File: src/rtl/uart_tx_arbiter.sv
// Round-robin, packet-locked arbiter sharing one uart_tx between N_REQ byte producers.
// Enforces the done-to-valid guard the transmitter needs and releases a stalled owner on timeout.
module uart_tx_arbiter #(
  parameter int N_REQ      = 4,
  parameter int TX_TIMEOUT = 8192
) (
  input  logic               i_clk,
  input  logic               i_rst_n,
  input  logic [N_REQ-1:0]   i_req_valid,
  input  logic [8*N_REQ-1:0] i_req_byte,
  input  logic [N_REQ-1:0]   i_req_last,
  output logic [N_REQ-1:0]   o_req_ready,
  output logic [N_REQ-1:0]   o_grant,
  output logic               o_tx_dv,
  output logic [7:0]         o_tx_byte,
  input  logic               i_tx_active,
  input  logic               i_tx_done,
  output logic               o_busy,
  output logic               o_timeout
);

  localparam int PTR_W = (N_REQ > 1) ? $clog2(N_REQ) : 1;
  localparam int CNT_W = $clog2(TX_TIMEOUT);

  typedef enum logic [2:0] {
    S_IDLE,
    S_LAUNCH,
    S_WAIT_DONE,
    S_WAIT_NEXT,
    S_GUARD
  } state_t;

  state_t             state_q, state_d;
  logic [PTR_W-1:0]   ptr_q, ptr_d;
  logic [PTR_W-1:0]   owner_q, owner_d;
  logic               lock_q, lock_d;
  logic [CNT_W-1:0]   cnt_q, cnt_d;
  logic               gok_q, gok_d;
  logic [N_REQ-1:0]   grant_q, grant_d;
  logic [N_REQ-1:0]   ready_q, ready_d;
  logic [7:0]         byte_q, byte_d;
  logic               dv_q, dv_d;
  logic               busy_q, busy_d;
  logic               tmo_q, tmo_d;

  logic [7:0]         lane [N_REQ];
  logic               rr_found;
  logic [PTR_W-1:0]   rr_winner;
  logic [PTR_W-1:0]   cand;
  logic [PTR_W-1:0]   ptr_next;
  logic [CNT_W-1:0]   cnt_inc;
  logic               tmo_hit;

  // Transmitter activity is observational only; stalls are caught by the timeout.
  logic unused_tx_active;
  assign unused_tx_active = i_tx_active;

  for (genvar k = 0; k < N_REQ; k++) begin : g_lane
    assign lane[k] = i_req_byte[8*k +: 8];
  end

  assign ptr_next = (owner_q == PTR_W'(N_REQ-1)) ? '0 : owner_q + PTR_W'(1);
  assign cnt_inc  = cnt_q + CNT_W'(1);
  assign tmo_hit  = (cnt_inc == CNT_W'(TX_TIMEOUT-1));

  always_comb begin
    rr_found  = 1'b0;
    rr_winner = '0;
    cand      = '0;
    for (int i = 0; i < N_REQ; i++) begin
      cand = PTR_W'((int'(ptr_q) + i) % N_REQ);
      if (!rr_found && i_req_valid[cand]) begin
        rr_found  = 1'b1;
        rr_winner = cand;
      end
    end
  end

  always_comb begin
    state_d = state_q;
    ptr_d   = ptr_q;
    owner_d = owner_q;
    lock_d  = lock_q;
    cnt_d   = cnt_q;
    gok_d   = gok_q;
    grant_d = grant_q;
    byte_d  = byte_q;
    dv_d    = 1'b0;
    ready_d = '0;
    tmo_d   = 1'b0;

    case (state_q)
      S_IDLE: begin
        if (rr_found) begin
          owner_d            = rr_winner;
          grant_d            = '0;
          grant_d[rr_winner] = 1'b1;
          byte_d             = lane[rr_winner];
          lock_d             = !i_req_last[rr_winner];
          dv_d               = 1'b1;
          ready_d[rr_winner] = 1'b1;
          state_d            = S_LAUNCH;
        end
      end
      S_LAUNCH: begin
        cnt_d   = '0;
        state_d = S_WAIT_DONE;
      end
      S_WAIT_DONE: begin
        cnt_d = cnt_inc;
        if (i_tx_done) begin
          if (lock_q) begin
            gok_d   = 1'b0;
            state_d = S_WAIT_NEXT;
          end else begin
            ptr_d   = ptr_next;
            grant_d = '0;
            state_d = S_GUARD;
          end
        end else if (tmo_hit) begin
          tmo_d   = 1'b1;
          lock_d  = 1'b0;
          grant_d = '0;
          ptr_d   = ptr_next;
          state_d = S_GUARD;
        end
      end
      S_WAIT_NEXT: begin
        // gok_q rises on the second cycle after done, keeping dv at least 3 cycles after it.
        cnt_d = cnt_inc;
        gok_d = 1'b1;
        if (gok_q && i_req_valid[owner_q]) begin
          byte_d           = lane[owner_q];
          lock_d           = !i_req_last[owner_q];
          dv_d             = 1'b1;
          ready_d[owner_q] = 1'b1;
          state_d          = S_LAUNCH;
        end else if (tmo_hit) begin
          tmo_d   = 1'b1;
          lock_d  = 1'b0;
          grant_d = '0;
          ptr_d   = ptr_next;
          state_d = S_GUARD;
        end
      end
      S_GUARD: begin
        state_d = S_IDLE;
      end
      default: begin
        state_d = S_IDLE;
      end
    endcase

    busy_d = (state_d != S_IDLE);
  end

  always_ff @(posedge i_clk or negedge i_rst_n) begin
    if (!i_rst_n) begin
      state_q <= S_IDLE;
      ptr_q   <= '0;
      owner_q <= '0;
      lock_q  <= 1'b0;
      cnt_q   <= '0;
      gok_q   <= 1'b0;
      grant_q <= '0;
      ready_q <= '0;
      byte_q  <= '0;
      dv_q    <= 1'b0;
      busy_q  <= 1'b0;
      tmo_q   <= 1'b0;
    end else begin
      state_q <= state_d;
      ptr_q   <= ptr_d;
      owner_q <= owner_d;
      lock_q  <= lock_d;
      cnt_q   <= cnt_d;
      gok_q   <= gok_d;
      grant_q <= grant_d;
      ready_q <= ready_d;
      byte_q  <= byte_d;
      dv_q    <= dv_d;
      busy_q  <= busy_d;
      tmo_q   <= tmo_d;
    end
  end

  assign o_req_ready = ready_q;
  assign o_grant     = grant_q;
  assign o_tx_dv     = dv_q;
  assign o_tx_byte   = byte_q;
  assign o_busy      = busy_q;
  assign o_timeout   = tmo_q;

endmodule

File: config.mk
export PLATFORM = sky130hd
export DESIGN_NAME = uart_tx_arbiter
export DESIGN_NICKNAME = d
export VERILOG_FILES = /design/src/rtl/uart_tx_arbiter.sv
export SDC_FILE = /design/constraint.sdc
export NUM_CORES = 1
export LEC_CHECK = 0
export CORE_MARGIN = 5
export CORE_UTILIZATION = 45
export DETAILED_ROUTE_END_ITERATION = 7
export DONT_BUFFER_PORTS = 1
export PLACE_DENSITY_LB_ADDON = 0.08
export SYNTH_ARGS = -nofsm -noshare
export SYNTH_HDL_FRONTEND = slang
export SYNTH_SLANG_ARGS = --single-unit
File: constraint.sdc
create_clock -name i_clk -period 2.7 [get_ports i_clk]
set_input_delay 0.54 -clock i_clk [delete_from_list [all_inputs] [get_ports i_clk]]
set_output_delay 0.54 -clock i_clk [all_outputs]
set_load 0.01 [all_outputs]
==> results of run 1 <==
==> worst paths after layout <==
path                           endpoint  slack (ns)           start  cells past startpoint
max in group asynchronous    owner_q[1]        2.43         i_rst_n                      1
min in group i_clk         o_tx_byte[7]        0.38  i_req_byte[31]                      2
max                            ptr_q[0]        0.12        cnt_q[1]                      7
max reg2reg                    ptr_q[0]        0.12        cnt_q[1]                      7
min reg2reg                   cnt_q[10]        0.49       cnt_q[10]                      1
min                            cnt_q[2]        0.06         i_rst_n                      1
==> cell families after synthesis <==
kind of cell / share of synthesized area [%]
AO/OA/AOI/OAI: 22.1
XOR/XNOR: 0.667
adder cells (fa/ha/maj): 2.86
buffers and inverters: 3.05
flip-flops: 39.1
multiplexers: 14.3
AND/OR/NAND/NOR: 18.0
==> report_power, final <==
part	switching, mW	internal, mW	leakage (nW)
clock	0.231	0.368	0.0681
sequential	0.270	0.824	0.526
combinational	0.854	0.630	0.571
==> worst register-to-register path: stages, from the launching register on <==
cell and delay (ns):
dfrtp_1 0.42, ha_1 0.26, nand3_2 0.09, or3_1 0.31
a211o_1 0.31, or3_4 0.42, o31ai_4 0.30, mux2_1 0.35
==> per-stage QoR <==
| stage | utilization, % | setup WS, ns | instance area (um^2) | hold WS [ns] | instances |
|---|---|---|---|---|---|
| global placement | 49.5 | 0.148 | 2760 | 0.246 | 360 |
| floorplan | - | 0.276 | 2630 | 0.244 | 291 |
| global route | 52.4 | 0.0156 | 2920 | 0.0784 | 369 |
| CTS | 52.3 | 0.100 | 2920 | 0.0738 | 369 |
| detailed placement | 49.5 | 0.124 | 2760 | 0.246 | 360 |
| finish | 52.4 | 0.124 | 2920 | 0.0630 | 369 |
==> cell usage after synthesis (7+ instances only) <==
library cell,number
a31oi_1,13
a22oi_1,10
nand2_1,31
clkbuf_1,11
dfrtp_1,41
mux2_2,8
nor2_1,33
inv_1,7
mux4_2,9
nor3_1,8
a21oi_1,16
o21ai_0,37
==> layout make-up <==
| class | instances | area [um^2] | share of cell area, % |
|---|---|---|---|
| multi-input cells | 229 | 1530 | 52.5 |
| flip-flops and latches | 41 | 1030 | 35.2 |
| inverters | 7 | 26.3 | 0.900 |
| repair buffers | 12 | 110 | 3.77 |
| well taps | 72 | 90.1 | 3.09 |
| clock inverters | 3 | 65.1 | 2.23 |
| clock buffers | 5 | 68.8 | 2.36 |
==> per-layer routing <==
layer | global-route usage [%] | share of wire [%] | vias to the layer above
li1 | - | - | 1088
met1 | 27.8 | 44 | 1007
met2 | 28.7 | 43 | 86
met3 | 7.41 | 11 | 10
met4 | 4.96 | 1.3 | 0
met5 | 0 | 0 | -
==> registers in the layout, summed over array words and instances (netlist names) <==
name and cells:
owner_q 2, lock_q 1, o_busy 1, ptr_q 2
o_timeout 1, state_q 3, gok_q 1, o_tx_byte 8
o_tx_dv 1, o_grant 4, o_req_ready 4, cnt_q 13
==> timing repair <==
| item | CTS | global route |
|---|---|---|
| endpoints found under the hold margin | 41 | 0 |
| hold buffers | 1 | 0 |
| resized for setup | 0 | 1 |
| setup endpoints to repair | 0 | 2 |
==> flow_summary.yaml, run 1 <==
cts:
  clockBufferDepth: 2
  htreeDepth: 2
  postCtsSetupBuffers: 0
  cts_buffers: 5
  clkSlewWorstSetupHoldPaths_ns: 0.09
  numClockSinks: 41
  clkLatencyLatePin_ns: 0.30
  root_buffer: "clkbuf_8"
  cts_tree: "built"
sta:
  hold_viol: 0
  finalSetupViolCount: 0
  timing.fmax_mhz: 388
  setup_tns_ns: 0
  period_needed_ns: 2.58
  slew_viol_final: 0
  maxSlewHeadroom_pct: 37.2
  tightest_slew_ns: 0.940
  rsz0062_at_grt: "no"
  finClkSkew_ns: 0.00885
  period_share_pct: 95.4
run:
  drv_cap: 0
hold_path:
  holdCritPathClass: "input port to async pin"
synth:
  syn_area_um2: 2630
  synthCells: 291
  synth_top_area_cell: "dfrtp_1"
  ys_async_sr_fraction_pct: 100
  synthFlopType: "dfrtp_1"
  synth-edff-count: 0
  yosys-top-cells-area: "dfrtp_1 39%, mux4_2 7.7%, o21ai_0 7.1%"
  ys_seq_area_share_pct: 39.1
  synth_cell_types: 46
  synth_seq_cells: 41
  synth_top_area_share_pct: 39.1
  syn-num-nets: 341
  ys.warnings.count: 0
  postSynthAreaPerCell_um2: 9.02
route:
  vias: 2191
  drcViolationCount: 0
  ant_nets: 0
  via_per_inst: 5.94
  wl_per_cell_um: 18.3
  drtIter0Drc: 160
  detailedRoute.firstPassIterationCount: 4
  routed_wl_mm: 6.74
status:
  status: "completed"
critical_path:
  cp_num_buf_inv: 0
  cp-start-kind: "flop"
  worstSetupEndpointType: "flop"
  crit_family: "simple AND/OR/NAND/NOR gates"
  slowest_stage: "dfrtp_1"
  worstPathCellList: "ha_1 -> nand3_2 -> or3_1 -> a211o_1 -> or3_4 -> o31ai_4 -> mux2_1"
  cp.arrival_ns: 2.76
  crit_type: "flop to flop"
  required_ns: 2.88
  path_max_fanout: 5
  slowest_delay_ns: 0.42
floorplanning:
  pin_count: 63
  start_util_pct: 47.1
  die_w_um: 86.4
  rows: 27
  coreArea_um2: 5570
  die_height_um: 86.4
  die_area_um2: 7460
global_route:
  grt_usage_pct: 19.7
  antenna_found_initial: 0
  grt_pass1_wl_mm: 11.6
  grt_pass1_vias: 2267
  grt_max_degree: 42
  grt_overflow: 0
placed_design:
  gp_congestion: 0.851
  port_buffers: 0
  dp_hpwl_mm: 4.77
cells_and_area:
  most-common-layout-cells: "40 x dfrtp_1, 37 x o21ai_0, 33 x nor2_1, 31 x nand2_1, 16 x a21oi_1"
  drive_gt1_share_pct: 14.8
  fill_cells: 517
  syn2layout_area_growth_pct: 11.1
  final_nets: 346
  diodes: 0
  final_common_cell: "dfrtp_1"
power_and_ir_drop:
  peakVddDrop_uv: 426
  power.density_nw_per_um2: 1090
  leakage_nw: 1.17
  p_total_mw: 3.18
No activity file was read; power rests on OpenSTA's default activity.
==> inputs of run 2 (changes only) <==
--- a/config.mk
+++ b/config.mk
@@ -9,6 +9,7 @@
 export CORE_UTILIZATION = 45
 export DETAILED_ROUTE_END_ITERATION = 7
 export DONT_BUFFER_PORTS = 1
+export MAX_ROUTING_LAYER = met4
 export PLACE_DENSITY_LB_ADDON = 0.08
 export SYNTH_ARGS = -nofsm -noshare
 export SYNTH_HDL_FRONTEND = slang
==> run 2 against run 1 <==
Clock power is essentially flat. Combinational power is essentially flat. Global-route usage is 0.56 points higher. Fmax down 0.25%. Non-clock buffer count stayed put. Sequential share of layout area unchanged. Cell area is the same. Worst hold slack better by 0.0017 ns. Worst setup slack worse by 0.0064 ns. Clock skew hardly changed. Register-to-register slack is essentially flat.
==> flow_summary.yaml, run 2 (synthesized netlist as in run 1, its figures left out) <==
cells_and_area:
  diodes: 0
  most-common-layout-cells: "40 x dfrtp_1, 37 x o21ai_0, 33 x nor2_1, 31 x nand2_1, 16 x a21oi_1"
  final_common_cell: "dfrtp_1"
  multi_input_area_um2: 1530
  layout.area.seq_um2: 1030
  final_nets: 346
  syn2layout_area_growth_pct: 11.1
  fill_cells: 517
  largest_reg_flops: 13
  instances_no_fill: 369
  top_register: "cnt_q"
  drive_gt1_share_pct: 14.8
cts:
  postCtsSetupBuffers: 0
  numClockSinks: 41
  root_buffer: "clkbuf_8"
  clockBufferDepth: 2
  htreeDepth: 2
  cts_tree: "built"
  clkSlewWorstSetupHoldPaths_ns: 0.09
  clkLatencyLatePin_ns: 0.30
  cts_buffers: 5
global_route:
  grt_max_degree: 42
  grt_overflow: 0
  grt_usage_pct: 20.3
  antenna_found_initial: 0
  grt_pass1_wl_mm: 11.5
  grt_pass1_vias: 2268
critical_path:
  cp.arrival_ns: 2.77
  worstSetupEndpointType: "flop"
  slowest_stage: "dfrtp_1"
  crit_family: "simple AND/OR/NAND/NOR gates"
  cp-start-kind: "flop"
  crit_type: "flop to flop"
  required_ns: 2.88
  worstPathCellList: "ha_1 -> nand3_2 -> or3_1 -> a211o_1 -> or3_4 -> o31ai_4 -> mux2_1"
  path_max_fanout: 5
  slowest_delay_ns: 0.42
  cp_num_buf_inv: 0
floorplanning:
  pin_count: 63
  die_area_um2: 7460
  coreArea_um2: 5570
  die_height_um: 86.4
  start_util_pct: 47.1
  die_w_um: 86.4
  rows: 27
sta:
  tightest_slew_ns: 0.937
  finClkSkew_ns: 0.00933
  rsz0062_at_grt: "no"
  period_share_pct: 95.6
  timing.fmax_mhz: 387
  period_needed_ns: 2.58
  setup_tns_ns: 0
  slew_viol_final: 0
  setup_ws_ns: 0.118
  whs_ns: 0.0647
  maxSlewHeadroom_pct: 37.4
  finalSetupViolCount: 0
  hold_viol: 0
placed_design:
  gp_congestion: 0.865
  pre_cts_slack_ns: 0.124
  port_buffers: 0
  dp_hpwl_mm: 4.77
  place_inst: 360
route:
  routed_wl_mm: 6.77
  via_per_inst: 5.98
  drcViolationCount: 0
  drtIter0Drc: 156
  ant_nets: 0
  detailedRoute.firstPassIterationCount: 5
  vias: 2208
  wl_per_cell_um: 18.3
run:
  drv_cap: 0
power_and_ir_drop:
  leakage_nw: 1.17
  peakVddDrop_uv: 426
  power.density_nw_per_um2: 1090
hold_path:
  holdCritPathClass: "input port to async pin"
status:
  status: "completed"
## run 2: cell counts in the layout (fill, tap and decap cells not counted)
Identical to the previous run, type by type.
## run 2: layout make-up
class,instances,share of cell area [%]
Inverter,7,0.900
Multi-Input combinational cell,229,52.5
Clock buffer,5,2.36
Tap cell,72,3.09
Clock inverter,3,2.23
Timing Repair Buffer,12,3.77
Sequential cell,41,35.2
## run 2: worst paths after layout
path                                 from             end  slack, ns  depth (start not counted)
max in group asynchronous         i_rst_n  o_req_ready[1]       2.43                          1
setup / recovery                 cnt_q[1]        ptr_q[0]       0.12                          7
hold / removal                    i_rst_n        cnt_q[2]       0.06                          1
min in group i_clk         i_req_byte[31]    o_tx_byte[7]       0.38                          2
hold reg to reg                 cnt_q[10]       cnt_q[10]       0.49                          1
setup reg to reg                 cnt_q[1]        ptr_q[0]       0.12                          7
## run 2: worst reg2reg max path, delay by kind of cell, from the launching register on
kind	cells	cell delay, ns
multiplexers	1	0.36
adder cells (fa/ha/maj)	1	0.26
AO/OA/AOI/OAI	2	0.62
flip-flops	1	0.42
AND/OR/NAND/NOR	3	0.82
## run 2: power by group
| group | internal (mW) | switching [mW] |
|---|---|---|
| Clock | 0.368 | 0.231 |
| Combinational | 0.630 | 0.854 |
| Sequential | 0.824 | 0.270 |
| Total | 1.82 | 1.35 |
## run 2: layer usage
| metal | GRT usage, % | part of all wire (%) |
|---|---|---|
| met1 | 28.1 | 44 |
| met2 | 28.7 | 43 |
| met3 | 6.84 | 11 |
| met4 | 4.96 | 1.4 |
| met5 | - | 0 |
## run 2: what timing repair did
action,in CTS,in global routing
endpoints found under the setup margin,0,2
gates resized for setup,0,1
endpoints found under the hold margin,41,0
hold buffers,1,0
## run 2: through the flow
step / power [mW] / utilization [%] / cell area, um^2
2_1_floorplan: 2.16 / - / 2630
3_3_place_gp: 2.56 / 49.5 / 2760
3_5_place_dp: 2.57 / 49.5 / 2760
4_1_cts: 3.19 / 52.3 / 2920
5_1_grt: 3.44 / 52.4 / 2920
6_report: 3.18 / 52.4 / 2920
